===== config.mk =====
export PLATFORM = sky130hd
export DESIGN_NAME = fp_align_stage
export DESIGN_NICKNAME = d
export VERILOG_FILES = /design/src/rtl/fp_align_stage.sv
export SDC_FILE = /design/constraint.sdc
export NUM_CORES = 1
export LEC_CHECK = 0
export CORE_ASPECT_RATIO = 2
export CORE_MARGIN = 2
export CORE_UTILIZATION = 53
export CTS_CLUSTER_SIZE = 8
export DETAILED_ROUTE_END_ITERATION = 16
export PLACE_DENSITY = 0.91
export SYNTH_ARGS = -nofsm -noshare
export SYNTH_HDL_FRONTEND = slang
export SYNTH_SLANG_ARGS = --single-unit

===== constraint.sdc =====
create_clock -name clk -period 4.1 [get_ports clk]
set_clock_uncertainty 0.2 [all_clocks]
set_input_delay 0.615 -clock clk [delete_from_list [all_inputs] [get_ports clk]]
set_output_delay 0.615 -clock clk [all_outputs]
set_load 0.01 [all_outputs]

===== src/rtl/fp_align_stage.sv =====
// fp_align_stage: unpack, magnitude-order and align two IEEE-754 singles so the
// downstream carry-lookahead adder sees {a, b, cin}. Effective subtraction is
// presented as ~b with cin=1. Two registered stages with valid/ready flow control.
module fp_align_stage #(
    parameter logic [31:0] QNAN         = 32'h7FC00000,
    parameter bit          FLUSH_DENORM = 1'b0
) (
    input  logic        clk,
    input  logic        rst,
    input  logic        in_valid,
    output logic        in_ready,
    input  logic [31:0] in_a,
    input  logic [31:0] in_b,
    input  logic        in_sub,
    output logic        out_valid,
    input  logic        out_ready,
    output logic [31:0] op_a,
    output logic [31:0] op_b,
    output logic        op_cin,
    output logic        res_sign,
    output logic [7:0]  res_exp,
    output logic        eff_sub,
    output logic        special,
    output logic [31:0] special_val
);

    // Stage 1 unpack / compare results (combinational, from the input port)
    logic        sa, sb;
    logic [7:0]  ea, eb, eea, eeb;
    logic [22:0] fa, fb;
    logic [23:0] sig_a, sig_b;
    logic        a_nan, b_nan, a_inf, b_inf, a_zero, b_zero;
    logic        a_ge_b, mag_eq;
    logic [23:0] c_sig_l, c_sig_s;
    logic [7:0]  c_exp_l, c_d;
    logic        c_sign, c_eff, c_special;
    logic [31:0] c_sval;

    // Stage 2 alignment results (combinational, from stage-1 registers)
    logic [31:0] field_l, field_s, shifted, mask, al_s;
    logic        sticky;

    // Flow control
    logic adv2;

    // Stage 1 registers
    logic        s1_valid_q, s1_valid_d;
    logic [23:0] s1_sig_l_q, s1_sig_l_d, s1_sig_s_q, s1_sig_s_d;
    logic [7:0]  s1_exp_l_q, s1_exp_l_d, s1_d_q, s1_d_d;
    logic        s1_sign_q, s1_sign_d, s1_eff_q, s1_eff_d;
    logic        s1_special_q, s1_special_d;
    logic [31:0] s1_sval_q, s1_sval_d;

    // Stage 2 (output) registers
    logic        s2_valid_q, s2_valid_d;
    logic [31:0] op_a_q, op_a_d, op_b_q, op_b_d;
    logic        op_cin_q, op_cin_d, res_sign_q, res_sign_d;
    logic [7:0]  res_exp_q, res_exp_d;
    logic        eff_sub_q, eff_sub_d, special_q, special_d;
    logic [31:0] special_val_q, special_val_d;

    // Stage 1: unpack operands, classify, order by magnitude, detect specials
    always_comb begin
        sa = in_a[31];
        sb = in_b[31] ^ in_sub;
        ea = in_a[30:23];
        eb = in_b[30:23];
        fa = (FLUSH_DENORM && ea == 8'h00) ? 23'h0 : in_a[22:0];
        fb = (FLUSH_DENORM && eb == 8'h00) ? 23'h0 : in_b[22:0];

        a_nan  = (ea == 8'hFF) && (fa != 23'h0);
        b_nan  = (eb == 8'hFF) && (fb != 23'h0);
        a_inf  = (ea == 8'hFF) && (fa == 23'h0);
        b_inf  = (eb == 8'hFF) && (fb == 23'h0);
        a_zero = (ea == 8'h00) && (fa == 23'h0);
        b_zero = (eb == 8'h00) && (fb == 23'h0);

        // Denormals carry no hidden bit but share the exponent of the smallest normal
        sig_a = {(ea != 8'h00), fa};
        sig_b = {(eb != 8'h00), fb};
        eea   = (ea == 8'h00) ? 8'h01 : ea;
        eeb   = (eb == 8'h00) ? 8'h01 : eb;

        a_ge_b = {ea, fa} >= {eb, fb};
        mag_eq = {ea, fa} == {eb, fb};
        c_eff  = sa ^ sb;

        if (a_ge_b) begin
            c_sig_l = sig_a;
            c_sig_s = sig_b;
            c_exp_l = ea;
            c_d     = eea - eeb;
            c_sign  = sa;
        end else begin
            c_sig_l = sig_b;
            c_sig_s = sig_a;
            c_exp_l = eb;
            c_d     = eeb - eea;
            c_sign  = sb;
        end
        // Exact cancellation always yields +0
        if (c_eff && mag_eq) c_sign = 1'b0;

        c_special = 1'b1;
        if (a_nan || b_nan || (a_inf && b_inf && c_eff)) c_sval = QNAN;
        else if (a_inf)                                  c_sval = {sa, 8'hFF, 23'h0};
        else if (b_inf)                                  c_sval = {sb, 8'hFF, 23'h0};
        else if (a_zero && b_zero)                       c_sval = {(sa & sb), 31'h0};
        else begin
            c_special = 1'b0;
            c_sval    = 32'h0;
        end
    end

    // Stage 2: right-shift the smaller significand with sticky collapse into bit 0
    always_comb begin
        field_l = {1'b0, s1_sig_l_q, 7'b0};
        field_s = {1'b0, s1_sig_s_q, 7'b0};
        shifted = field_s >> s1_d_q[4:0];
        mask    = (32'h1 << s1_d_q[4:0]) - 32'h1;
        sticky  = |(field_s & mask);
        if (s1_d_q >= 8'd31) al_s = {31'h0, (s1_sig_s_q != 24'h0)};
        else                 al_s = shifted | {31'h0, sticky};
    end

    assign adv2     = ~s2_valid_q | out_ready;
    assign in_ready = ~s1_valid_q | adv2;

    // Next-state: stage 1 loads on input transfer, stage 2 loads whenever it may advance
    always_comb begin
        s1_valid_d    = s1_valid_q;
        s1_sig_l_d    = s1_sig_l_q;
        s1_sig_s_d    = s1_sig_s_q;
        s1_exp_l_d    = s1_exp_l_q;
        s1_d_d        = s1_d_q;
        s1_sign_d     = s1_sign_q;
        s1_eff_d      = s1_eff_q;
        s1_special_d  = s1_special_q;
        s1_sval_d     = s1_sval_q;
        s2_valid_d    = s2_valid_q;
        op_a_d        = op_a_q;
        op_b_d        = op_b_q;
        op_cin_d      = op_cin_q;
        res_sign_d    = res_sign_q;
        res_exp_d     = res_exp_q;
        eff_sub_d     = eff_sub_q;
        special_d     = special_q;
        special_val_d = special_val_q;

        if (in_ready) begin
            s1_valid_d = in_valid;
            if (in_valid) begin
                s1_sig_l_d   = c_sig_l;
                s1_sig_s_d   = c_sig_s;
                s1_exp_l_d   = c_exp_l;
                s1_d_d       = c_d;
                s1_sign_d    = c_sign;
                s1_eff_d     = c_eff;
                s1_special_d = c_special;
                s1_sval_d    = c_sval;
            end
        end

        if (adv2) begin
            s2_valid_d = s1_valid_q;
            if (s1_valid_q) begin
                op_a_d        = field_l;
                op_b_d        = s1_eff_q ? ~al_s : al_s;
                op_cin_d      = s1_eff_q;
                res_sign_d    = s1_sign_q;
                res_exp_d     = s1_exp_l_q;
                eff_sub_d     = s1_eff_q;
                special_d     = s1_special_q;
                special_val_d = s1_sval_q;
            end
        end
    end

    // Pipeline registers with synchronous reset
    always_ff @(posedge clk) begin
        if (rst) begin
            s1_valid_q    <= 1'b0;
            s1_sig_l_q    <= 24'h0;
            s1_sig_s_q    <= 24'h0;
            s1_exp_l_q    <= 8'h0;
            s1_d_q        <= 8'h0;
            s1_sign_q     <= 1'b0;
            s1_eff_q      <= 1'b0;
            s1_special_q  <= 1'b0;
            s1_sval_q     <= 32'h0;
            s2_valid_q    <= 1'b0;
            op_a_q        <= 32'h0;
            op_b_q        <= 32'h0;
            op_cin_q      <= 1'b0;
            res_sign_q    <= 1'b0;
            res_exp_q     <= 8'h0;
            eff_sub_q     <= 1'b0;
            special_q     <= 1'b0;
            special_val_q <= 32'h0;
        end else begin
            s1_valid_q    <= s1_valid_d;
            s1_sig_l_q    <= s1_sig_l_d;
            s1_sig_s_q    <= s1_sig_s_d;
            s1_exp_l_q    <= s1_exp_l_d;
            s1_d_q        <= s1_d_d;
            s1_sign_q     <= s1_sign_d;
            s1_eff_q      <= s1_eff_d;
            s1_special_q  <= s1_special_d;
            s1_sval_q     <= s1_sval_d;
            s2_valid_q    <= s2_valid_d;
            op_a_q        <= op_a_d;
            op_b_q        <= op_b_d;
            op_cin_q      <= op_cin_d;
            res_sign_q    <= res_sign_d;
            res_exp_q     <= res_exp_d;
            eff_sub_q     <= eff_sub_d;
            special_q     <= special_d;
            special_val_q <= special_val_d;
        end
    end

    assign out_valid   = s2_valid_q;
    assign op_a        = op_a_q;
    assign op_b        = op_b_q;
    assign op_cin      = op_cin_q;
    assign res_sign    = res_sign_q;
    assign res_exp     = res_exp_q;
    assign eff_sub     = eff_sub_q;
    assign special     = special_q;
    assign special_val = special_val_q;

endmodule


==> flow_summary.yaml <==
timing:
  rsz0062_at_grt: "false"
  fin_crit_ps: 3590
  finalSetupTns_ps: 0
  drv_slew: 0
  relSlewSlack: 0.426
  clock.fmax_mhz: 279
  hold_viol_final: 0
  worst_slew_pin_slew_ps: 854
  setup_viol: 0
  min_period_over_period: 0.875
global_route:
  grt.total_usage: 0.336
  grt_max_degree: 75
  antenna_found_initial: 0
  overflow: 0
  grt_pass1_vias: 9170
  grt_pass1_wl_um: 48500
drt:
  vias_per_cell: 6.14
  antenna_left: 0
  vias: 9290
  met1_length_um: 9690
  wl_met3_um: 1770
  dr_wl_met2_um: 16600
  highest_layer: "met4"
  first_pass_iters: 6
  avgRoutedWirePerCell_um: 21.1
  drt_iter0_markers: 686
  wl_um: 31900
  drc: 0
synthesis:
  ys_ff_latch: 141
  yosysTopAreaCell: "dfxtp_1"
  ys_warn_count: 0
  synthArstFlopShare: 0
  avgSynthCellArea_um2: 7.95
  synthFlopType: "dfxtp_1"
  synthTopCellsByArea: "dfxtp_1 30%, a211oi_1 7.5%, nor2_1 6.7%"
  yosysUniqueCellTypes: 69
  synthTopCellsByCount: "166 x nor2_1, 146 x nand2_1, 141 x dfxtp_1"
  postSynthCellCount: 1178
  synth.most_common_cell: "nor2_1"
  seq_area_frac_synth: 0.302
  yosysTopAreaCellShare: 0.302
  synth.cell_area_mm2: 0.00936
  synth_edf_count: 0
power_and_ir_drop:
  total_leakage_power_nw: 4.57
  powerDensity_mw_per_mm2: 381
  worst_ir_drop_vdd_v: 0.000287
  total_power_mw: 4.36
placement:
  dp_hpwl_um: 24200
  dp.cells: 1481
  routabilityCongestion: 0.983
  port_buffers: 148
  placed_area_mm2: 0.0109
layout:
  final_cell_area_mm2: 0.0115
  finalNetCount: 1407
  final_util: 0.664
  drive_gt1_frac: 0.0936
  stdcell_count: 1513
  area_delta_synth_final_pct: 22.5
  antennaDiodeCount: 0
  fill_cells: 1434
  multi_input_area_mm2: 0.00571
  register_area_mm2: 0.00282
setup_path:
  critPathLaunchType: "input port"
  cp-end-kind: "flop"
  crit_path_max_fanout: 44
  crit_required_ps: 4170
  worst-endpoint-arrival_ps: 3660
  crit_type: "in2reg"
worst_hold_path:
  hold_path_class: "reg2reg"
clocking:
  cts_resized: 0
  htreeDepth: 4
  cts_buffers: 17
  clkTransAtPathRegs_ps: 60
  clkLatencyLatePin_ps: 430
  cts_hold_buf: 0
  post_cts.repair.setup_buffers: 0
  cts_tree: "built"
  cts_max_path_buffers: 2
  root_buffer: "clkbuf_16"
  numClockSinks: 141
die:
  rows: 68
  die_height_um: 192
  start_util: 0.542
  io_pins: 179
  die_w_um: 98.0
  core_mm2: 0.0173
  dieArea_mm2: 0.0188
run_status:
  status: "finished clean"
run:
  maxCapViolations: 0
-- metrics by stage --
step | hold WS [ps] | worst slack (ps)
finish | 253 | 511
global route | 266 | 304
CTS | 256 | 565
detailed placement | 248 | 149
global placement | 237 | 226
floorplan | 232 | 919
-- kinds of logic (layout without fill, tap and decap cells) --
logic type,after synthesis,count (layout),synth area share
adders and majority gates,50,50,0.0679
muxes,76,76,0.111
other,1,30,0.000401
xor gates and xnor gates,30,30,0.0281
and+or+nand+nor,404,404,0.188
DFF,141,141,0.302
AOI/OAI and AO/OA,287,287,0.201
buffers and inverters,189,285,0.102
-- routing by layer --
| layer | vias to the layer above | GRT usage |
|---|---|---|
| li1 | 4323 | - |
| met1 | 4275 | 0.294 |
| met2 | 502 | 0.613 |
| met3 | 190 | 0.0608 |
| met4 | 0 | 0.340 |
| met5 | - | 0 |
-- registers in the layout, indices dropped and copies added, names as in the netlist --
| name | flops |
|---|---|
| op_a | 24 |
| op_b | 32 |
| out_valid | 1 |
| res_exp | 8 |
| res_sign | 1 |
| s1_d_q | 8 |
| s1_eff_q | 1 |
| s1_exp_l_q | 8 |
| s1_sig_l_q | 24 |
| s1_sig_s_q | 24 |
| s1_sign_q | 1 |
| s1_special_q | 1 |
| s1_sval_q | 3 |
| s1_valid_q | 1 |
| special | 1 |
| special_val | 3 |
-- where the power goes --
part / leakage [nW] / total (mW) / switching (mW) / internal (mW)
logic: 3.13 / 1.26 / 0.728 / 0.537
clock network: 0.283 / 1.52 / 0.664 / 0.859
registers: 1.16 / 1.57 / 0.107 / 1.47
-- path summary, 6_finish.rpt --
path	startpoint	to	slack, ps	cells after the start
setup / recovery	in_b[28]	s1_sig_l_q[9]$_SDFFE_PP0P_	510	12
hold / removal	op_a[14]$_SDFFE_PP0P_	op_a[14]$_SDFFE_PP0P_	250	2
setup reg to reg	s1_d_q[0]$_SDFFE_PP0P_	op_b[0]$_SDFFE_PP0P_	920	8
hold reg to reg	op_a[14]$_SDFFE_PP0P_	op_a[14]$_SDFFE_PP0P_	250	2
-- cells in the final DEF, fill, tap and decap left out, types with 5 or more instances in the layout --
cell / count
mux2i_1: 48
nor2_1: 166
clkdlybuf4s50_1: 147
a21o_1: 5
mux2_2: 8
buf_4: 49
nand4_1: 19
xor2_1: 15
a311oi_1: 8
nor4_1: 17
o211ai_1: 6
a21oi_1: 110
dfxtp_1: 141
conb_1: 30
nand2_1: 146
inv_6: 6
and3_1: 8
xnor2_1: 15
nor3_1: 10
ha_1: 46
mux4_1: 6
or3_1: 6
a211oi_1: 94
inv_1: 53
nand3_1: 10
mux4_2: 14
clkbuf_16: 17
o21ai_0: 17
-- final cells by class --
| cell class | count | area share |
|---|---|---|
| clock buffers | 18 | 0.0374 |
| repair buffers | 198 | 0.164 |
| flip-flops and latches | 141 | 0.246 |
| well taps | 210 | 0.0229 |
| inverters | 55 | 0.0180 |
| multi-input cells | 877 | 0.498 |
| clock inverters | 14 | 0.0132 |
-- worst max-delay path, stage by stage --
cell,delay (ps)
clkdlybuf4s50_1,550
inv_1,90
ha_1,320
nand4_1,220
nor4_2,470
o211ai_1,250
nand3_4,250
buf_12,260
nor2_1,60
a21oi_1,310
buf_4,180
a211oi_1,60
No activity file was read; power rests on OpenSTA's default activity.
==> patch 1 (same flow settings) <==
Change the parameter `FLUSH_DENORM` from 1'b0 to 1'b1.
--- a/src/rtl/fp_align_stage.sv
+++ b/src/rtl/fp_align_stage.sv
@@ -3,7 +3,7 @@
 // presented as ~b with cin=1. Two registered stages with valid/ready flow control.
 module fp_align_stage #(
     parameter logic [31:0] QNAN         = 32'h7FC00000,
-    parameter bit          FLUSH_DENORM = 1'b0
+    parameter bit          FLUSH_DENORM = 1'b1
 ) (
     input  logic        clk,
     input  logic        rst,
Formal check against the unedited RTL: not equivalent (a bounded check fails within 4 cycles, from zero or initial values and one cycle with rst high).
==> patch 1 against the unedited design <==
- global-route usage fell by 0.082 points
- wire length rose by 2.7%
- worst hold slack improved by 0.0025 ns
- worst setup slack got worse by 0.37 ns
- cell area rose by 6.2%
- total power barely moved
- area after synthesis rose by 3.9%
- synthesized cell count rose by 6.9%
- sequential cell count did not move
- critical endpoint is now s1_d_q[2]
==> patch 1: results (changes against the unedited design) <==
----------------------------------------------------
[Cells and area]
  Net total in the final layout ... 1510 (was 1407)
  Proportion of layout cells with a drive suffix above 1 ... 12.5% (was 9.36%)
  Filler instances ... 1460 (was 1434)

[GRT]
  Wire length of the first global-routing pass ... 50.7 mm (was 48.5 mm)
  Total track usage ... 33.5% (was 33.6%)
  Pin count of the biggest net entering global routing ... 94 (was 75)
  Number of global-route vias before repair ... 9698 (was 9170)

[Yosys]
  Fraction of synthesized area in multiplexers ... 9.08% (was 11.1%)
  Cell types with the largest area share after synthesis ... dfxtp_1 (29%), nand2_1 (8.8%), ha_1 (5.9%) (was dfxtp_1 (30%), a211oi_1 (7.5%), nor2_1 (6.7%))
  Number of distinct standard cells referenced by the synthesized netlist ... 65 (was 69)
  Cell types with the highest counts after synthesis ... nand2_1 (228), dfxtp_1 (141), nor2_1 (116) (was nor2_1 (166), nand2_1 (146), dfxtp_1 (141))
  Post-synthesis adder-cell area fraction ... 6.33% (was 6.79%)
  Register area share after synthesis ... 29.0% (was 30.2%)
  Share of the synthesized area in compound gates (AO/OA/AOI/OAI) ... 19.5% (was 20.1%)

[Timing]
  Relative max-transition margin ... 32.0% (was 42.6%)

[Critical path]
  WP data arrival ... 4.10 ns (was 3.66 ns)
  Critical Path Fanout Max ... 27 (was 44)

[Placement]
  Dpl hpwl ... 24.8 mm (was 24.2 mm)
  RePlAce Congestion ... 1.04 (was 0.983)

[Status]
  Outcome ... completed (unchanged)

[Drt]
  Initial DRT Pass Iterations ... 6 (unchanged)
  Drt via density ... 6.20 (was 6.14)
  Detailed-route wire length ... 32.7 mm (was 31.9 mm)
  Number of DRC violations after detailed-routing iteration 0 ... 831 (was 686)

[Die]
  Initial cell density of the core ... 53.7% (was 54.2%)

[Pwr]
  Peak supply drop ... 0.000256 V (was 0.000287 V)
  Internal Dissipation ... 2.92 mW (was 2.86 mW)
  Static leakage ... 4.82 nW (was 4.57 nW)

----------------------------------------------------
[patch 1: changes by cell type after synthesis, sizes merged, moves of 19 or more]
| cell | before | now |
|---|---|---|
| nand2 | 146 | 229 |
| a211oi | 96 | 30 |
| nand3 | 11 | 66 |
| a311oi | 9 | 62 |
| nor2 | 166 | 117 |
| a21oi | 113 | 82 |
| mux2i | 48 | 17 |
| o21ai | 21 | 46 |
| inv | 54 | 34 |
| and2 | 5 | 24 |
[patch 1: worst paths after layout]
path / start / end / slack [ns] / depth (start not counted)
setup reg to reg: s1_d_q[0] / op_b[13] / 0.92 / 7
setup / recovery: in_a[25] / s1_d_q[2] / 0.14 / 15
hold / removal: special_val[22] / special_val[22] / 0.26 / 2
hold reg to reg: special_val[22] / special_val[22] / 0.26 / 2
[patch 1: logic make-up after synthesis]
logic type / after synthesis
multiplexers: 55
AND/OR/NAND/NOR: 518
XOR/XNOR: 29
AO/OA/AOI/OAI: 280
other: 1
flip-flops: 141
buffers and inverters: 187
adder cells (fa/ha/maj): 48
[patch 1: worst max-delay path: stages]
cell             delay (ns)
clkdlybuf4s50_1        0.46
nor4_2                 0.35
nand2_2                0.14
buf_12                 0.18
and2_1                 0.18
ha_1                   0.31
o211ai_1               0.21
o21ai_0                0.13
o21a_1                 0.23
o31ai_4                0.28
buf_4                  0.21
buf_4                  0.13
a21boi_0               0.09
or3_1                  0.31
a311oi_1               0.25
[patch 1: metrics by stage]
stage                     instances  setup slack, ns  instance area (um^2)
after floorplan                1288            0.446                  9840
after global placement         1590           -0.283                 11500
after detailed placement       1590           -0.417                 11500
after CTS                      1621           0.0105                 12100
after global routing           1621          -0.0159                 12200
final                          1621            0.142                 12200
[patch 1: area by class of cell]
class,count,share of cell area (%)
clock buffer,19,3.64
inverter,36,1.11
timing repair buffer,237,18.3
clock inverter,12,1.10
tap,216,2.22
multi-input combinational,960,50.5
sequential,141,23.2
[patch 1: power groups by stage]
stage | combinational (mW) | clock (mW) | sequential [mW]
4_1_cts | 1.20 | 1.55 | 1.59
2_1_floorplan | 0.788 | 0 | 1.57
5_1_grt | 1.32 | 1.60 | 1.60
3_3_place_gp | 1.17 | 0 | 1.61
6_report | 1.22 | 1.55 | 1.59
3_5_place_dp | 1.19 | 0 | 1.62
[patch 1: per-layer routing]
layer  wire, um  share of wire [%]  track usage (%)  vias to the layer above
met5          0                  0                0                        -
met4       3210                9.8             27.9                        0
met3       2040                6.2             3.79                      172
met2      17000                 52             60.3                      569
met1      10500                 32             33.4                     4613
li1           -                  -                -                     4697
==> patch 2 (same settings) <==
Without the edit above. Take the reset off `op_a_q` and load it in a clocked block of its own.
--- a/src/rtl/fp_align_stage.sv
+++ b/src/rtl/fp_align_stage.sv
@@ -189,7 +189,6 @@
             s1_special_q  <= 1'b0;
             s1_sval_q     <= 32'h0;
             s2_valid_q    <= 1'b0;
-            op_a_q        <= 32'h0;
             op_b_q        <= 32'h0;
             op_cin_q      <= 1'b0;
             res_sign_q    <= 1'b0;
@@ -208,7 +207,6 @@
             s1_special_q  <= s1_special_d;
             s1_sval_q     <= s1_sval_d;
             s2_valid_q    <= s2_valid_d;
-            op_a_q        <= op_a_d;
             op_b_q        <= op_b_d;
             op_cin_q      <= op_cin_d;
             res_sign_q    <= res_sign_d;
@@ -217,6 +215,10 @@
             special_q     <= special_d;
             special_val_q <= special_val_d;
         end
+    end
+
+    always_ff @(posedge clk) begin
+        op_a_q <= op_a_d;
     end
 
     assign out_valid   = s2_valid_q;
Function: differs if rst is asserted again (counterexample within 4 cycles, from zero or initial values and one cycle with rst high); with rst held inactive, the same outputs for 4 cycles.
==> patch 2 against the unedited design <==
- worst setup slack got worse by 0.25 ns
- wire length fell by 18%
- sequential share of layout area rose by 2.3 points
- synthesized cell count fell by 5.1%
- cell area fell by 0.75%
- clock power fell by 5%
- total power fell by 2.8%
- first-iteration DRC count fell by 13%
- die area fell by 0.41%
- critical path depth did not move
- sequential cell count did not move
- area after synthesis fell by 0.43%
- count of clock-buffer cells in the layout rose by 1
- critical endpoint is now s1_sig_s_q[18]
- largest cell class unchanged
==> patch 2: results (changes against the unedited design) <==
----------------------------------------------------
[Status]
  Outcome ... completed (unchanged)

[Placement]
  RePlAce Congestion ... 0.937 (was 0.983)
  Worst slack after detailed placement ... -0.117 ns (was 0.149 ns)
  Cells after DPL ... 1414 (was 1481)
  Dpl hpwl ... 19.8 mm (was 24.2 mm)

[Yosys]
  Share of the synthesized area in compound gates (AO/OA/AOI/OAI) ... 18.0% (was 20.1%)
  Register area share after synthesis ... 32.9% (was 30.2%)
  EDFF count, synth ... 24 (was 0)
  Post-synthesis adder-cell area fraction ... 6.71% (was 6.79%)
  Post-synthesis xor/xnor area fraction ... 3.01% (was 2.81%)

[GRT]
  Total track usage ... 27.7% (was 33.6%)
  Pin count of the biggest net entering global routing ... 87 (was 75)
  Wire length of the first global-routing pass ... 41.2 mm (was 48.5 mm)
  Number of global-route vias before repair ... 8233 (was 9170)

[Timing]
  Relative max-transition margin ... 40.7% (was 42.6%)
  Setup slack after layout ... 0.265 ns (was 0.511 ns)

[Critical path]
  Startpoint of the most critical register-to-register path ... s1_d_q[1] (was s1_d_q[0])
  Source of the critical timing path ... in_b[23] (was in_b[28])
  Worst Setup EP ... s1_sig_s_q[18] (was s1_sig_l_q[9])
  Critical Path Fanout Max ... 16 (was 44)

[Drt]
  Number of DRC violations after detailed-routing iteration 0 ... 598 (was 686)
  Initial DRT Pass Iterations ... 5 (was 6)
  Via count ... 8658 (was 9290)
  Detailed-route wire length ... 26.1 mm (was 31.9 mm)

[Pwr]
  Peak supply drop ... 0.000316 V (was 0.000287 V)

[Cells and area]
  Filler instances ... 1384 (was 1434)

----------------------------------------------------
-- patch 2: cell types whose count changed in the layout (fill, tap and decap cells not counted), sizes merged, moves of 8 or more --
cell    change
nor2        -8
nand2      -53
nor2b       +8
o21ai      +12
dfxtp      -24
a21oi      -29
mux2i      +12
edfxtp     +24
-- patch 2: cells by family (layout without fill, tap and decap cells) --
| logic type | after synthesis | count (layout) |
|---|---|---|
| compound gates | 260 | 260 |
| fa+ha+maj | 49 | 49 |
| buf+inv | 184 | 273 |
| flops | 141 | 141 |
| xor+xnor | 32 | 32 |
| simple gates | 363 | 363 |
| mux | 88 | 88 |
| other cells | 1 | 30 |
-- patch 2: worst min-delay path by stage --
| stage | from | end | slack (ns) | cells past startpoint |
|---|---|---|---|---|
| floorplan | s1_sig_l_q[23] | op_a[30] | 0.21 | 0 |
| global route | s1_sig_l_q[2] | op_a[9] | 0.24 | 0 |
| CTS | s1_sig_l_q[1] | op_a[8] | 0.23 | 0 |
| detailed placement | s1_sig_l_q[12] | op_a[19] | 0.22 | 0 |
| global placement | s1_sig_l_q[4] | op_a[11] | 0.21 | 0 |
| finish | s1_sig_l_q[1] | op_a[8] | 0.23 | 0 |
-- patch 2: per-stage QoR --
stage	util (%)	hold slack [ns]	instance area, um^2	setup TNS, ns
finish	65.9	0.231	11400	0
global route	65.9	0.245	11400	0
CTS	65.9	0.232	11400	0
detailed placement	62.7	0.217	10800	-2.11
global placement	62.7	0.212	10800	-0.104
floorplan	-	0.208	9430	0
-- patch 2: cell type report --
cell class,count,share of cell area (%)
Tap cell,210,2.31
Multi-Input combinational cell,822,47.8
Inverter,49,1.62
Sequential cell,141,26.9
Clock inverter,13,0.913
Timing Repair Buffer,192,16.6
Clock buffer,19,3.89
-- patch 2: power breakdown --
part	switching, mW	internal, mW
combinational	0.634	0.535
clock	0.645	0.798
sequential	0.114	1.52
-- patch 2: routing by layer --
metal | share of wire (%) | GRT usage (%) | wire, um | vias to the layer above
met5 | 0 | 0 | 0 | -
met4 | 5.7 | 17.5 | 1490 | 0
met3 | 5.1 | 4.79 | 1350 | 100
met2 | 54 | 52.3 | 14200 | 386
met1 | 35 | 27.6 | 9110 | 4045
li1 | - | - | - | 4127
-- patch 2: worst max-delay path: cells and delay by family --
family | cells | cell delay, ns
buffers and inverters | 4 | 0.98
AND/OR/NAND/NOR | 4 | 1.54
multiplexers | 1 | 0.25
adder cells (fa/ha/maj) | 1 | 0.29
AO/OA/AOI/OAI | 2 | 0.27
